--- config.mk ---
export PLATFORM = sky130hd
export DESIGN_NAME = axi_rd_req_scheduler
export DESIGN_NICKNAME = d
export VERILOG_FILES = /design/src/rtl/axi_rd_pkg.sv /design/src/rtl/rr_arbiter.sv /design/src/rtl/axi_rd_req_scheduler.sv
export SDC_FILE = /design/constraint.sdc
export NUM_CORES = 1
export LEC_CHECK = 0
export CELL_PAD_IN_SITES_DETAIL_PLACEMENT = 0
export CELL_PAD_IN_SITES_GLOBAL_PLACEMENT = 2
export CORE_MARGIN = 3
export CORE_UTILIZATION = 17
export CTS_CLUSTER_DIAMETER = 30
export DETAILED_ROUTE_END_ITERATION = 8
export GPL_TIMING_DRIVEN = 0
export PLACE_DENSITY_LB_ADDON = 0.12
export SKIP_LAST_GASP = 1
export SYNTH_ARGS = -nofsm -noshare
export SYNTH_HDL_FRONTEND = slang
export SYNTH_HIERARCHICAL = 1
export SYNTH_SLANG_ARGS = --single-unit
--- constraint.sdc ---
create_clock -name AClk -period 4.3 [get_ports AClk]
set_input_delay 0.86 -clock AClk [delete_from_list [all_inputs] [get_ports AClk]]
set_output_delay 0.86 -clock AClk [all_outputs]
set_load 0.005 [all_outputs]
--- src/rtl/axi_rd_pkg.sv ---
// Shared definitions for the AXI read-request scheduler: burst and response
// encodings, scheduler state encoding, default sideband constants and a
// round-robin pointer helper.
`timescale 1ns/1ps
package axi_rd_pkg;

    // AXI burst type encodings
    localparam logic [1:0] FIXED  = 2'b00;
    localparam logic [1:0] INCR   = 2'b01;
    localparam logic [1:0] WRAP   = 2'b10;

    // AXI read response codes
    localparam logic [1:0] OKAY   = 2'b00;
    localparam logic [1:0] SLVERR = 2'b10;

    // Sideband fields that are never varied by this master
    localparam logic [1:0] LOCK_DEFAULT  = 2'b00;
    localparam logic [1:0] CACHE_DEFAULT = 2'b00;
    localparam logic [2:0] PROT_DEFAULT  = 3'b000;

    // Scheduler FSM states
    typedef enum logic [1:0] {
        ST_IDLE  = 2'd0,
        ST_GRANT = 2'd1,
        ST_ISSUE = 2'd2,
        ST_WAIT  = 2'd3
    } sched_state_t;

    // Next round-robin start position after serving requester idx (mod n)
    function automatic int rr_next(input int idx, input int n);
        return (idx + 1 >= n) ? 0 : idx + 1;
    endfunction

endpackage

--- src/rtl/rr_arbiter.sv ---
// Combinational round-robin arbiter: searches the request vector starting at
// ptr and wrapping at N; returns a one-hot grant and its encoded index.
`timescale 1ns/1ps
module rr_arbiter #(
    parameter int N = 4
) (
    input  logic [N-1:0]         i_req,
    input  logic [$clog2(N)-1:0] i_ptr,
    output logic [N-1:0]         o_grant,
    output logic [$clog2(N)-1:0] o_idx
);
    localparam int PW  = $clog2(N);
    localparam int PW1 = PW + 1;

    logic [PW1-1:0] w_pos;
    logic           w_found;

    // First requester at or after the pointer wins; later hits are ignored
    always_comb begin
        o_grant = '0;
        o_idx   = '0;
        w_found = 1'b0;
        w_pos   = '0;
        for (int k = 0; k < N; k++) begin
            w_pos = {1'b0, i_ptr} + PW1'(k);
            if (w_pos >= PW1'(N)) begin
                w_pos = w_pos - PW1'(N);
            end
            if (!w_found && i_req[w_pos[PW-1:0]]) begin
                w_found                = 1'b1;
                o_grant[w_pos[PW-1:0]] = 1'b1;
                o_idx                  = w_pos[PW-1:0];
            end
        end
    end

endmodule

--- src/rtl/axi_rd_req_scheduler.sv ---
// Shares one AXI read controller between NUM_REQ requesters. One transaction
// at a time: round-robin grant, latched request fields with a one-cycle start
// pulse, zero-latency routing of returned beats to the owner, and a watchdog
// that aborts a transaction whose slave stops returning beats.
`timescale 1ns/1ps
module axi_rd_req_scheduler
    import axi_rd_pkg::*;
#(
    parameter int addr_width = 32,
    parameter int data_width = 64,
    parameter int NUM_REQ    = 4,
    parameter int TIMEOUT    = 1024
) (
    input  logic                          AClk,
    input  logic                          ARst,
    // requester side
    input  logic [NUM_REQ-1:0]            req_valid,
    output logic [NUM_REQ-1:0]            req_ready,
    input  logic [NUM_REQ*addr_width-1:0] req_addr,
    input  logic [NUM_REQ*4-1:0]          req_len,
    input  logic [NUM_REQ*3-1:0]          req_size,
    input  logic [NUM_REQ*2-1:0]          req_burst,
    // read controller request side
    output logic [addr_width-1:0]         araddr_d,
    output logic [3:0]                    TXN_ID_R_d,
    output logic [3:0]                    arlen_d,
    output logic [2:0]                    arsize_d,
    output logic [1:0]                    arburst_d,
    output logic [1:0]                    arlock_d,
    output logic [1:0]                    arcache_d,
    output logic [2:0]                    arprot_d,
    output logic                          rd_trn_en,
    // read controller response side
    input  logic [data_width-1:0]         rdata_d,
    input  logic [1:0]                    rresp_d,
    input  logic [3:0]                    rid_d,
    input  logic                          rd_rsp_en_d,
    input  logic                          r_last_d,
    // requester response side
    output logic [NUM_REQ-1:0]            rsp_valid,
    output logic [data_width-1:0]         rsp_data,
    output logic [1:0]                    rsp_resp,
    output logic                          rsp_last,
    output logic                          id_err,
    output logic                          timeout_err
);
    localparam int PW = $clog2(NUM_REQ);
    localparam int WW = $clog2(TIMEOUT) + 1;

    sched_state_t            r_state;
    sched_state_t            w_state_next;

    logic [PW-1:0]           r_rr_ptr;
    logic [PW-1:0]           r_owner;
    logic [addr_width-1:0]   r_addr;
    logic [3:0]              r_len;
    logic [2:0]              r_size;
    logic [1:0]              r_burst;
    logic [WW-1:0]           r_wd;

    logic [NUM_REQ-1:0]      w_grant;
    logic [PW-1:0]           w_grant_idx;
    logic                    w_any_req;
    logic [NUM_REQ-1:0]      w_owner_oh;
    logic                    w_in_wait;
    logic                    w_beat;
    logic                    w_done;
    logic                    w_timeout;

    rr_arbiter #(
        .N (NUM_REQ)
    ) u_arb (
        .i_req   (req_valid),
        .i_ptr   (r_rr_ptr),
        .o_grant (w_grant),
        .o_idx   (w_grant_idx)
    );

    // One-hot decode of the current owner for response steering
    for (genvar gi = 0; gi < NUM_REQ; gi++) begin : g_owner_oh
        assign w_owner_oh[gi] = (r_owner == PW'(gi));
    end

    assign w_any_req = |req_valid;
    assign w_in_wait = (r_state == ST_WAIT);
    assign w_beat    = w_in_wait & rd_rsp_en_d;
    // r_last_d alone (no beat) still closes the transaction
    assign w_done    = w_in_wait & r_last_d;
    // A beat or a completion in the expiry cycle takes precedence
    assign w_timeout = w_in_wait & ~rd_rsp_en_d & ~r_last_d &
                       (r_wd == WW'(TIMEOUT - 1));

    // Request fields seen by the controller stay at their last latched values
    assign araddr_d   = r_addr;
    assign TXN_ID_R_d = 4'(r_owner);
    assign arlen_d    = r_len;
    assign arsize_d   = r_size;
    assign arburst_d  = r_burst;
    assign arlock_d   = LOCK_DEFAULT;
    assign arcache_d  = CACHE_DEFAULT;
    assign arprot_d   = PROT_DEFAULT;

    // FSM state register
    always_ff @(posedge AClk) begin
        if (!ARst) begin
            r_state <= ST_IDLE;
        end else begin
            r_state <= w_state_next;
        end
    end

    // FSM next state and all per-cycle handshake/response outputs
    always_comb begin
        w_state_next = r_state;
        req_ready    = '0;
        rd_trn_en    = 1'b0;
        rsp_valid    = '0;
        rsp_data     = rdata_d;
        rsp_resp     = rresp_d;
        rsp_last     = 1'b0;
        id_err       = 1'b0;
        timeout_err  = 1'b0;
        case (r_state)
            ST_IDLE: begin
                if (w_any_req) begin
                    w_state_next = ST_GRANT;
                end
            end
            ST_GRANT: begin
                // Requesters hold valid until ready, so an empty vector here
                // only happens on a protocol violation; fall back to idle.
                if (w_any_req) begin
                    req_ready    = w_grant;
                    w_state_next = ST_ISSUE;
                end else begin
                    w_state_next = ST_IDLE;
                end
            end
            ST_ISSUE: begin
                rd_trn_en    = 1'b1;
                w_state_next = ST_WAIT;
            end
            ST_WAIT: begin
                if (w_timeout) begin
                    rsp_valid    = w_owner_oh;
                    rsp_data     = '0;
                    rsp_resp     = SLVERR;
                    rsp_last     = 1'b1;
                    timeout_err  = 1'b1;
                    w_state_next = ST_IDLE;
                end else begin
                    rsp_valid = w_owner_oh & {NUM_REQ{rd_rsp_en_d}};
                    rsp_last  = rd_rsp_en_d & r_last_d;
                    id_err    = rd_rsp_en_d & (rid_d != 4'(r_owner));
                    if (w_done) begin
                        w_state_next = ST_IDLE;
                    end
                end
            end
            default: begin
                w_state_next = ST_IDLE;
            end
        endcase
    end

    // Capture the winner's request fields and index when it is granted
    always_ff @(posedge AClk) begin
        if (!ARst) begin
            r_owner <= '0;
            r_addr  <= '0;
            r_len   <= '0;
            r_size  <= '0;
            r_burst <= '0;
        end else if ((r_state == ST_GRANT) && w_any_req) begin
            r_owner <= w_grant_idx;
            r_addr  <= req_addr[w_grant_idx*addr_width +: addr_width];
            r_len   <= req_len[w_grant_idx*4 +: 4];
            r_size  <= req_size[w_grant_idx*3 +: 3];
            r_burst <= req_burst[w_grant_idx*2 +: 2];
        end
    end

    // Move the round-robin start past the owner once its transaction ends
    always_ff @(posedge AClk) begin
        if (!ARst) begin
            r_rr_ptr <= '0;
        end else if (w_done || w_timeout) begin
            r_rr_ptr <= PW'(rr_next(int'(r_owner), NUM_REQ));
        end
    end

    // Watchdog: cycles since issue or since the most recent beat
    always_ff @(posedge AClk) begin
        if (!ARst) begin
            r_wd <= '0;
        end else if ((r_state == ST_ISSUE) || w_beat) begin
            r_wd <= '0;
        end else if (w_in_wait) begin
            r_wd <= r_wd + 1'b1;
        end
    end

endmodule

# Word-level counts from Yosys, hierarchy flattened
# Cells that the tools add are included.
[word_totals]
ff_bits = 58
wordCells = 129
input_bits = 242
[op_classes]
bitwise_logic = 14
n_shift = 4
eq_ne = 10
n_addsub = 9
multipliers = 1
mux = 52
n_reduce_logical = 18
magnitude_cmp = 13
[op_table]
columns = ["op", "n"]
rows = [
  ["two-way mux 64 bit", 2],
  ["variable part select 128 x 8 -> 32 bit", 1],
  ["two-way mux 4 bit", 8],
  ["two-way mux 2 bit", 15],
  ["two-way mux 1 bit", 18],
  ["variable part select 16 x 5 -> 4 bit", 1],
  [">= comparator 3 bit, second input constant", 4],
  ["< comparator 2 x 3 -> 1 bit, second input constant", 4],
  ["bitwise OR 4 bit", 3],
  ["variable part select 12 x 5 -> 3 bit", 1],
  ["adder 11 x 1 -> 11 bit, second input constant", 1],
  ["equality test 11 x 10 -> 1 bit, second input constant", 1],
  ["binary-select mux 1 bit (select 2 bit)", 4],
  ["demux 1 bit (select 2 bit)", 4],
  ["equality test 2 bit, second input constant", 4],
  [">= comparator 2 x 1 -> 1 bit, second input constant", 4],
  ["logical AND 1 bit", 8],
  ["case mux 2 bit (4 select lines)", 1],
  ["variable part select 8 x 4 -> 2 bit", 1],
  ["subtractor 2 x 1 -> 2 bit, second input constant", 4],
  ["bitwise AND 1 bit", 7],
  ["adder 2 x 1 -> 3 bit, second input constant", 2],
  ["adder 2 x 2 -> 3 bit, second input constant", 2],
  ["bitwise AND 4 bit", 1],
  ["other kinds (13)", 20],
]

# Depth between registers and ports, before layout
# Gate-level depths: netlist (run 1).
[depth]
depth_word = 16
mapped_depth = 12
ltp_nobuf = 9

# Cells and area by module
# Netlist (run 1), hierarchy kept.
[by_module_without_submodules]
columns = ["module", "area_per_inst_um2", "n_inst", "cells_each"]
rows = [
  ["axi_rd_req_scheduler", 4002.6, 1, 426],
  ["rr_arbiter", 404.1, 1, 48],
]

# Worst setup path before layout (run 1)
# Ideal clock, no wire load.
[synth_path]
path_kind = "register -> register"
from = "register r_rr_ptr[0]"
to = "register r_addr[28] (netlist: araddr_d[28])"
t_required_ps = 4178
stages_incl_launch_ff = 13
setup_slack_ps = 1117
arrival_ps = 3061
cell_sequence = "dfxtp_1 > buf_2 > inv_1 > ha_1 > mux4_2 > nor2b_1 > o21ai_0 > o31ai_1 > buf_2 > buf_2 > mux4_2 > nand2_1 > a21boi_0"
[synth_via]
elab_chain_len = 15
elab_cells_between_ends = 37
cone_classes = "7 x add/sub; 4 x order compare; 1 x shift; 19 x mux; 6 x reduce/logical"
[synth_lines]
columns = ["element", "line", "text"]
rows = [
  ["start: declaration", "axi_rd_req_scheduler.sv:53", "logic [PW-1:0] r_rr_ptr;"],
  ["start signal: assignment", "axi_rd_req_scheduler.sv:188", "r_rr_ptr <= PW'(rr_next(int'(r_owner), NUM_REQ));"],
  ["parallel branches: the longest is 13 deep, another holds adder 2 x 1 -> 3 bit", "n/a", ""],
  ["two-way mux 2 bit *", "rr_arbiter.sv:29", "if (!w_found && i_req[w_pos[PW-1:0]]) begin"],
  ["net w_grant_idx[0]", "axi_rd_req_scheduler.sv:62", "logic [PW-1:0] w_grant_idx;"],
  ["variable part select 128 x 8 -> 32 bit *", "axi_rd_req_scheduler.sv:176", "r_addr <= req_addr[w_grant_idx*addr_width +: addr_width];"],
  ["end signal: assignment", "axi_rd_req_scheduler.sv:176", ""],
  ["end: declaration", "axi_rd_req_scheduler.sv:55", "logic [addr_width-1:0] r_addr;"],
]
# Mark *: on every way through the listed nets, which the timed path passes. The select of a mux whose other input is x is not followed.
# A chain may end at the register's enable or synchronous reset.

# Worst setup path in the final report (run 1)
[layout_path]
from = "input port req_valid[3]"
to = "output port req_ready[1]"
[layout_via]
elab_chain_len = 14
elab_cells_between_ends = 27
cone_classes = "17 x mux; 3 x bitwise; 7 x reduce/logical"
[layout_lines]
columns = ["element", "line", "text"]
rows = [
  ["start: declaration", "axi_rd_req_scheduler.sv:17", "input logic [NUM_REQ-1:0] req_valid,"],
  ["binary-select mux 1 bit (select 2 bit)", "rr_arbiter.sv:29", ""],
  ["two-way mux 1 bit (not written as such)", "rr_arbiter.sv:29", ""],
  ["two-way mux 1 bit", "rr_arbiter.sv:29", ""],
  ["logical NOT 1 bit", "rr_arbiter.sv:29", ""],
  ["logical AND 1 bit", "rr_arbiter.sv:29", ""],
  ["two-way mux 1 bit", "rr_arbiter.sv:29", ""],
  ["logical NOT 1 bit", "rr_arbiter.sv:29", ""],
  ["logical AND 1 bit", "rr_arbiter.sv:29", ""],
  ["two-way mux 1 bit", "rr_arbiter.sv:29", ""],
  ["logical NOT 1 bit", "rr_arbiter.sv:29", ""],
  ["logical AND 1 bit", "rr_arbiter.sv:29", ""],
  ["two-way mux 4 bit *", "rr_arbiter.sv:29", ""],
  ["net w_grant[1]", "axi_rd_req_scheduler.sv:61", "logic [NUM_REQ-1:0] w_grant;"],
  ["two-way mux 4 bit *", "axi_rd_req_scheduler.sv:132", "if (w_any_req) begin"],
  ["two-way mux 4 bit *", "axi_rd_req_scheduler.sv:123", "case (r_state)"],
  ["end: declaration", "axi_rd_req_scheduler.sv:18", "output logic [NUM_REQ-1:0] req_ready,"],
]
# The timed path passes the listed nets; every way through them passes the cells marked *. The select of a mux whose other input is x is not followed.

==> results of run 1 <==
## cell type report
class,instances,area share
clock buffers,12,0.0291
diodes,1,0.000284
inverters,6,0.00256
repair buffers,365,0.414
clock inverters,4,0.00568
plain buffers,48,0.0327
well taps,330,0.0469
multi-input cells,370,0.337
flip-flops and latches,58,0.132
## metal layers
metal	routed length [µm]	part of all wire	vias to the layer above
met5	0	0	-
met4	408	0.020	0
met3	2000	0.098	22
met2	10900	0.53	259
met1	7150	0.35	2310
li1	-	-	2430
## power by group
group / switching, mW / leakage [nW] / internal [mW]
logic: 0.275 / 2.59 / 0.503
registers: 0.0261 / 0.473 / 0.578
clock network: 0.264 / 0.145 / 0.479
## critical path: cells and delay by family
family	cells	cell delay, ns
multiplexers	1	0.61
AO/OA/AOI/OAI	2	0.22
AND/OR/NAND/NOR	2	0.56
buffers and inverters	2	1.02
## metrics by stage
stage               area, µm²  power (mW)  hold slack (ns)   util
detailed placement       8460        1.41            0.446  0.334
global placement         8460        1.40            0.442  0.334
global route             8810        2.24            0.464  0.348
CTS                      8770        2.16            0.454  0.346
finish                   8810        2.12            0.450  0.348
floorplan                4440       0.937            0.448      -
## path summary, 6_finish.rpt
kind,end,slack [ns],cells past startpoint,startpoint
max,req_ready[1],0.17,7,req_valid[3]
min,arlen_d[1],0.45,2,arlen_d[1]
max reg2reg,araddr_d[30],0.54,12,r_rr_ptr[0]
min reg2reg,arlen_d[1],0.45,2,arlen_d[1]
## cells by family (layout without fill, tap and decap cells)
logic type,count (synthesis),in the layout,share of synthesized area
simple gates,215,215,0.250
mux,48,48,0.237
compound gates,80,80,0.134
buf+inv,54,435,0.0704
other cells,1,10,0.000851
flops,58,58,0.263
xor+xnor,8,8,0.0159
fa+ha+maj,10,10,0.0284
## sequential cells by signal (all words and copies together) (netlist names), named ones only
name / flops
araddr_d: 32
arlen_d: 4
r_rr_ptr: 2
r_wd: 11
arsize_d: 3
r_owner: 2
r_state: 1
arburst_d: 2
## placed cells by master, fill, tap and decap left out, types with 3 or more instances in the layout
cell type / count
a21boi_0: 33
a21boi_1: 10
a21oi_1: 5
a22oi_1: 8
and2_1: 6
and4_1: 3
buf_2: 10
buf_4: 21
buf_6: 4
clkbuf_1: 17
clkbuf_16: 9
clkdlybuf4s50_1: 361
conb_1: 9
dfxtp_1: 57
ha_1: 10
inv_1: 5
mux2i_1: 3
mux4_2: 45
nand2_1: 96
nand3_1: 5
nand4_1: 3
nor2_1: 14
nor2b_1: 69
nor3_1: 4
o2111a_1: 4
o21ai_0: 8
xor2_1: 7
## what timing repair did
item	4_1_cts	5_1_grt
resized for setup	0	2
setup endpoints to repair	0	4
hold endpoints to repair	0	0
buffers inserted	0	4
==> impl_metrics.toml, run 1 <==
[cts]
postCtsHoldBufs = 0
clock_latency_ns = 0.34
clk_pin_slew_ns = 0.05
cts_sinks = 58
cts.path.max_buffers = 2
root_buffer = "clkbuf_16"
cts_tree = "yes"
numCtsBuffers = 9
htreeDepth = 3

[critical_path]
cp_cell_sequence = "clkdlybuf4s50_1 -> mux4_2 -> nor4b_4 -> a22oi_1 -> o21ai_0 -> and2_1 -> clkdlybuf4s50_1"
cp_data_arrival_time_ns = 3.27
path_class = "primary input to primary output"
cp.required_ns = 3.44
startpoint_type = "primary input"
slowest_delay_ns = 0.61
crit_slowest_cell = "mux4_2"
crit_path_end_kind = "primary output"
critPathMostFrequentCell = "clkdlybuf4s50_1"
crit_fanout = 7

[power]
power-per-cell-area_mw_per_mm2 = 241
vdd_drop_max_uv = 166
power.static_leakage_nw = 3.21

[synth]
synth_seq_cells = 58
synth_top_area_frac = 0.263
synth_commonest_cells = "nand2_1, nor2b_1, dfxtp_1, mux4_2, a21boi_0"
synth_edf_count = 0
synth.distinct_cells = 50
syn_area_mm2 = 0.00441
ys_dominant_reg_cell = "dfxtp_1"
synth_area_per_cell_um2 = 9.30
yosysMostFrequentCell = "nand2_1"
synth_seq_area_share = 0.263
ys_warn_count = 6
synthCells = 474
async_flop_share = 0
synth_area_leaders = "dfxtp_1, mux4_2, nor2b_1, nand2_1, a21boi_0"
synth_area_leader_cell = "dfxtp_1"

[layout]
layout-area-overhead-vs-synth_pct = 99.8
finalNetCount = 1110
multi_input_area_mm2 = 0.00297
stdcell_count = 1194
drive_above_1_share = 0.121
fillers = 2555
regArea_mm2 = 0.00116

[detailed_routing]
avgViaCountPerCell = 4.21
wl_um = 20400
drt-pass1-iter-count = 4
vias = 5021
first_iter_violations = 139
final_antenna_net_count = 0
routedWlPerCell_um = 17.1
post-route-drc-count = 0

[sta]
tns_ns = 0
slew_headroom = 0.474
hold_violations = 0
final.setup.worst_slack_ns = 0.169
setup_violations = 0
fmax_ghz = 0.242
min_period_over_period = 0.961
skew_ns = 0.00793
rsz0062_at_grt = "no"
worst_pin_slew_ns = 0.783
drv_slew = 0
layout_min_cycle_time_ns = 4.13

[placed_design]
portBuffers = 361
placedCellCount = 1173
dp_slack_ns = 0.108
hpwl_um = 17700
gp_congestion = 0.930

[die]
die_h_um = 167
ios = 372
num_rows = 58
initial_core_util = 0.174
die_w_um = 167
coreArea_mm2 = 0.0253
die-area_mm2 = 0.0279

[global_route]
grt_pass1_wl_um = 30800
grt_pass1_vias = 5326
grt.total_usage = 0.142
grt_antenna_before_repair = 1
grt_use_met3 = 0.0572
grt_overflow = 0
use_met1 = 0.141
grt_max_degree = 11
grt_use_met2 = 0.269
gr-max-usage-layer = "met2"

[min_path]
min_path_type = "flop to flop"

[job]
cap_violations = 0

[run_status]
status = "finished clean"
Note: power is estimated with default switching activity, not from simulation.
==> run 2, diff against run 1 <==
--- a/config.mk
+++ b/config.mk
@@ -9,10 +9,12 @@
 export CELL_PAD_IN_SITES_GLOBAL_PLACEMENT = 2
 export CORE_MARGIN = 3
 export CORE_UTILIZATION = 17
+export CTS_BUF_LIST = sky130_fd_sc_hd__clkbuf_16
 export CTS_CLUSTER_DIAMETER = 30
 export DETAILED_ROUTE_END_ITERATION = 8
 export GPL_TIMING_DRIVEN = 0
 export PLACE_DENSITY_LB_ADDON = 0.12
+export REMOVE_ABC_BUFFERS = 1
 export SKIP_LAST_GASP = 1
 export SYNTH_ARGS = -nofsm -noshare
 export SYNTH_HDL_FRONTEND = slang
==> impl_metrics.toml, run 2 (same netlist as run 1, synthesis figures left out) <==
[critical_path]
crit_slowest_cell = "mux4_2"
crit_start = "req_valid[3]"
slowest_delay_ns = 0.60
rr_worst_depth = 12
reg2reg_to = "araddr_d[4]"
regToRegSetupSlack_ns = 0.65
crit_fanout = 7
crit_path_end_kind = "primary output"
startpoint_type = "primary input"
cp.required_ns = 3.44
crit_path_end = "req_ready[2]"
cp_cell_sequence = "clkdlybuf4s50_1 -> mux4_2 -> nor4b_4 -> a22oi_1 -> o21ai_0 -> and2_1 -> clkdlybuf4s50_1"
path_class = "primary input to primary output"
critPathMostFrequentCell = "clkdlybuf4s50_1"
r2r_start = "r_rr_ptr[0]"
cp_data_arrival_time_ns = 3.29

[die]
die_w_um = 167
initial_core_util = 0.174
die_h_um = 167
ios = 372
die-area_mm2 = 0.0279
coreArea_mm2 = 0.0253
num_rows = 58

[power]
p_total_mw = 2.11
power.static_leakage_nw = 3.09
power-per-cell-area_mw_per_mm2 = 244
vdd_drop_max_uv = 170

[layout]
drive_above_1_share = 0.0985
regArea_mm2 = 0.00116
fillers = 2553
final_cell_area_mm2 = 0.00864
finalNetCount = 1069
multi_input_area_mm2 = 0.00298
layout-area-overhead-vs-synth_pct = 96.1
layout_common_cells = "clkdlybuf4s50_1, nand2_1, nor2b_1"
largest_reg_flops = 32
antenna_cells = 0
final_common_cell = "clkdlybuf4s50_1"

[global_route]
grt.total_usage = 0.131
grt_max_degree = 52
grt_pass1_wl_um = 28500
grt_antenna_before_repair = 0
grt_overflow = 0
grt_pass1_vias = 5091

[detailed_routing]
routedWlPerCell_um = 16.5
vias = 4827
first_iter_violations = 109
final_antenna_net_count = 0
drt-pass1-iter-count = 4
post-route-drc-count = 0
avgViaCountPerCell = 4.19
wl_um = 19000

[sta]
slew_headroom = 0.321
setup_violations = 0
final.setup.worst_slack_ns = 0.145
drv_slew = 0
fmax_ghz = 0.241
min_period_over_period = 0.966
hold_violations = 0
skew_ns = 0.00734
worst_pin_slew_ns = 1.02
layout_min_cycle_time_ns = 4.15

[cts]
htreeDepth = 3
cts.path.max_buffers = 2
clock_latency_ns = 0.33
clk_pin_slew_ns = 0.06
numCtsBuffers = 9
postCtsHoldBufs = 0
root_buffer = "clkbuf_16"
cts_tree = "yes"
cts_sinks = 58

[run_status]
status = "finished clean"

[placed_design]
hpwl_um = 15400
gp_congestion = 0.896
dp_slack_ns = 0.0457
portBuffers = 362
placedInstanceArea_mm2 = 0.00830

[min_path]
hold_start = "arburst_d[0]"
min_path_type = "flop to flop"

[job]
cap_violations = 0
-- run 2: worst min path at each step --
| stage | endpoint | slack (ns) | cells past startpoint |
|---|---|---|---|
| after floorplan | r_wd[1] | 0.45 | 2 |
| after global placement | arsize_d[1] | 0.44 | 2 |
| after detailed placement | arburst_d[1] | 0.45 | 2 |
| after CTS | arlen_d[3] | 0.46 | 2 |
| after global routing | arlen_d[3] | 0.47 | 2 |
| final | arburst_d[0] | 0.46 | 2 |
-- run 2: area by class of cell --
class	count	area share
inverter	6	0.00261
clock inverter	7	0.00985
clock buffer	9	0.0261
multi-input combinational	370	0.345
timing repair buffer	372	0.434
tap	330	0.0478
sequential	58	0.135
-- run 2: worst max-delay path: cells and delay by family --
family,cells,cell delay (ns)
muxes,1,0.60
AOI/OAI and AO/OA,2,0.22
buffers and inverters,2,1.02
and+or+nand+nor,2,0.59
-- run 2: per-layer routing --
layer | track usage | routed length, µm | up-vias
met3 | 0.0479 | 1840 | 14
met4 | 0.0380 | 267 | 0
met2 | 0.248 | 10000 | 250
li1 | - | - | 2347
met5 | 0 | 0 | -
met1 | 0.134 | 6860 | 2216
-- run 2: power breakdown --
| group | leakage, nW | total (mW) | internal [mW] | switching [mW] |
|---|---|---|---|---|
| clock network | 0.154 | 0.756 | 0.500 | 0.256 |
| registers | 0.474 | 0.610 | 0.578 | 0.0319 |
| logic | 2.46 | 0.746 | 0.492 | 0.254 |
| total | 3.09 | 2.11 | 1.57 | 0.542 |
-- run 2: per-stage QoR --
stage / TNS, ns / hold slack, ns / util / instances
3_5_place_dp: 0 / 0.450 / 0.328 / 1132
3_3_place_gp: -343.70 / 0.442 / 0.323 / 1126
4_1_cts: 0 / 0.459 / 0.340 / 1148
5_1_grt: -0.00618 / 0.472 / 0.341 / 1152
6_report: 0 / 0.456 / 0.341 / 1152
2_1_floorplan: -151.46 / 0.448 / - / 434
-- run 2: what timing repair did --
action	4_1_cts	5_1_grt
buffers inserted	0	4
resized for setup	1	2
pin swaps	0	0
setup endpoints to repair	4	5
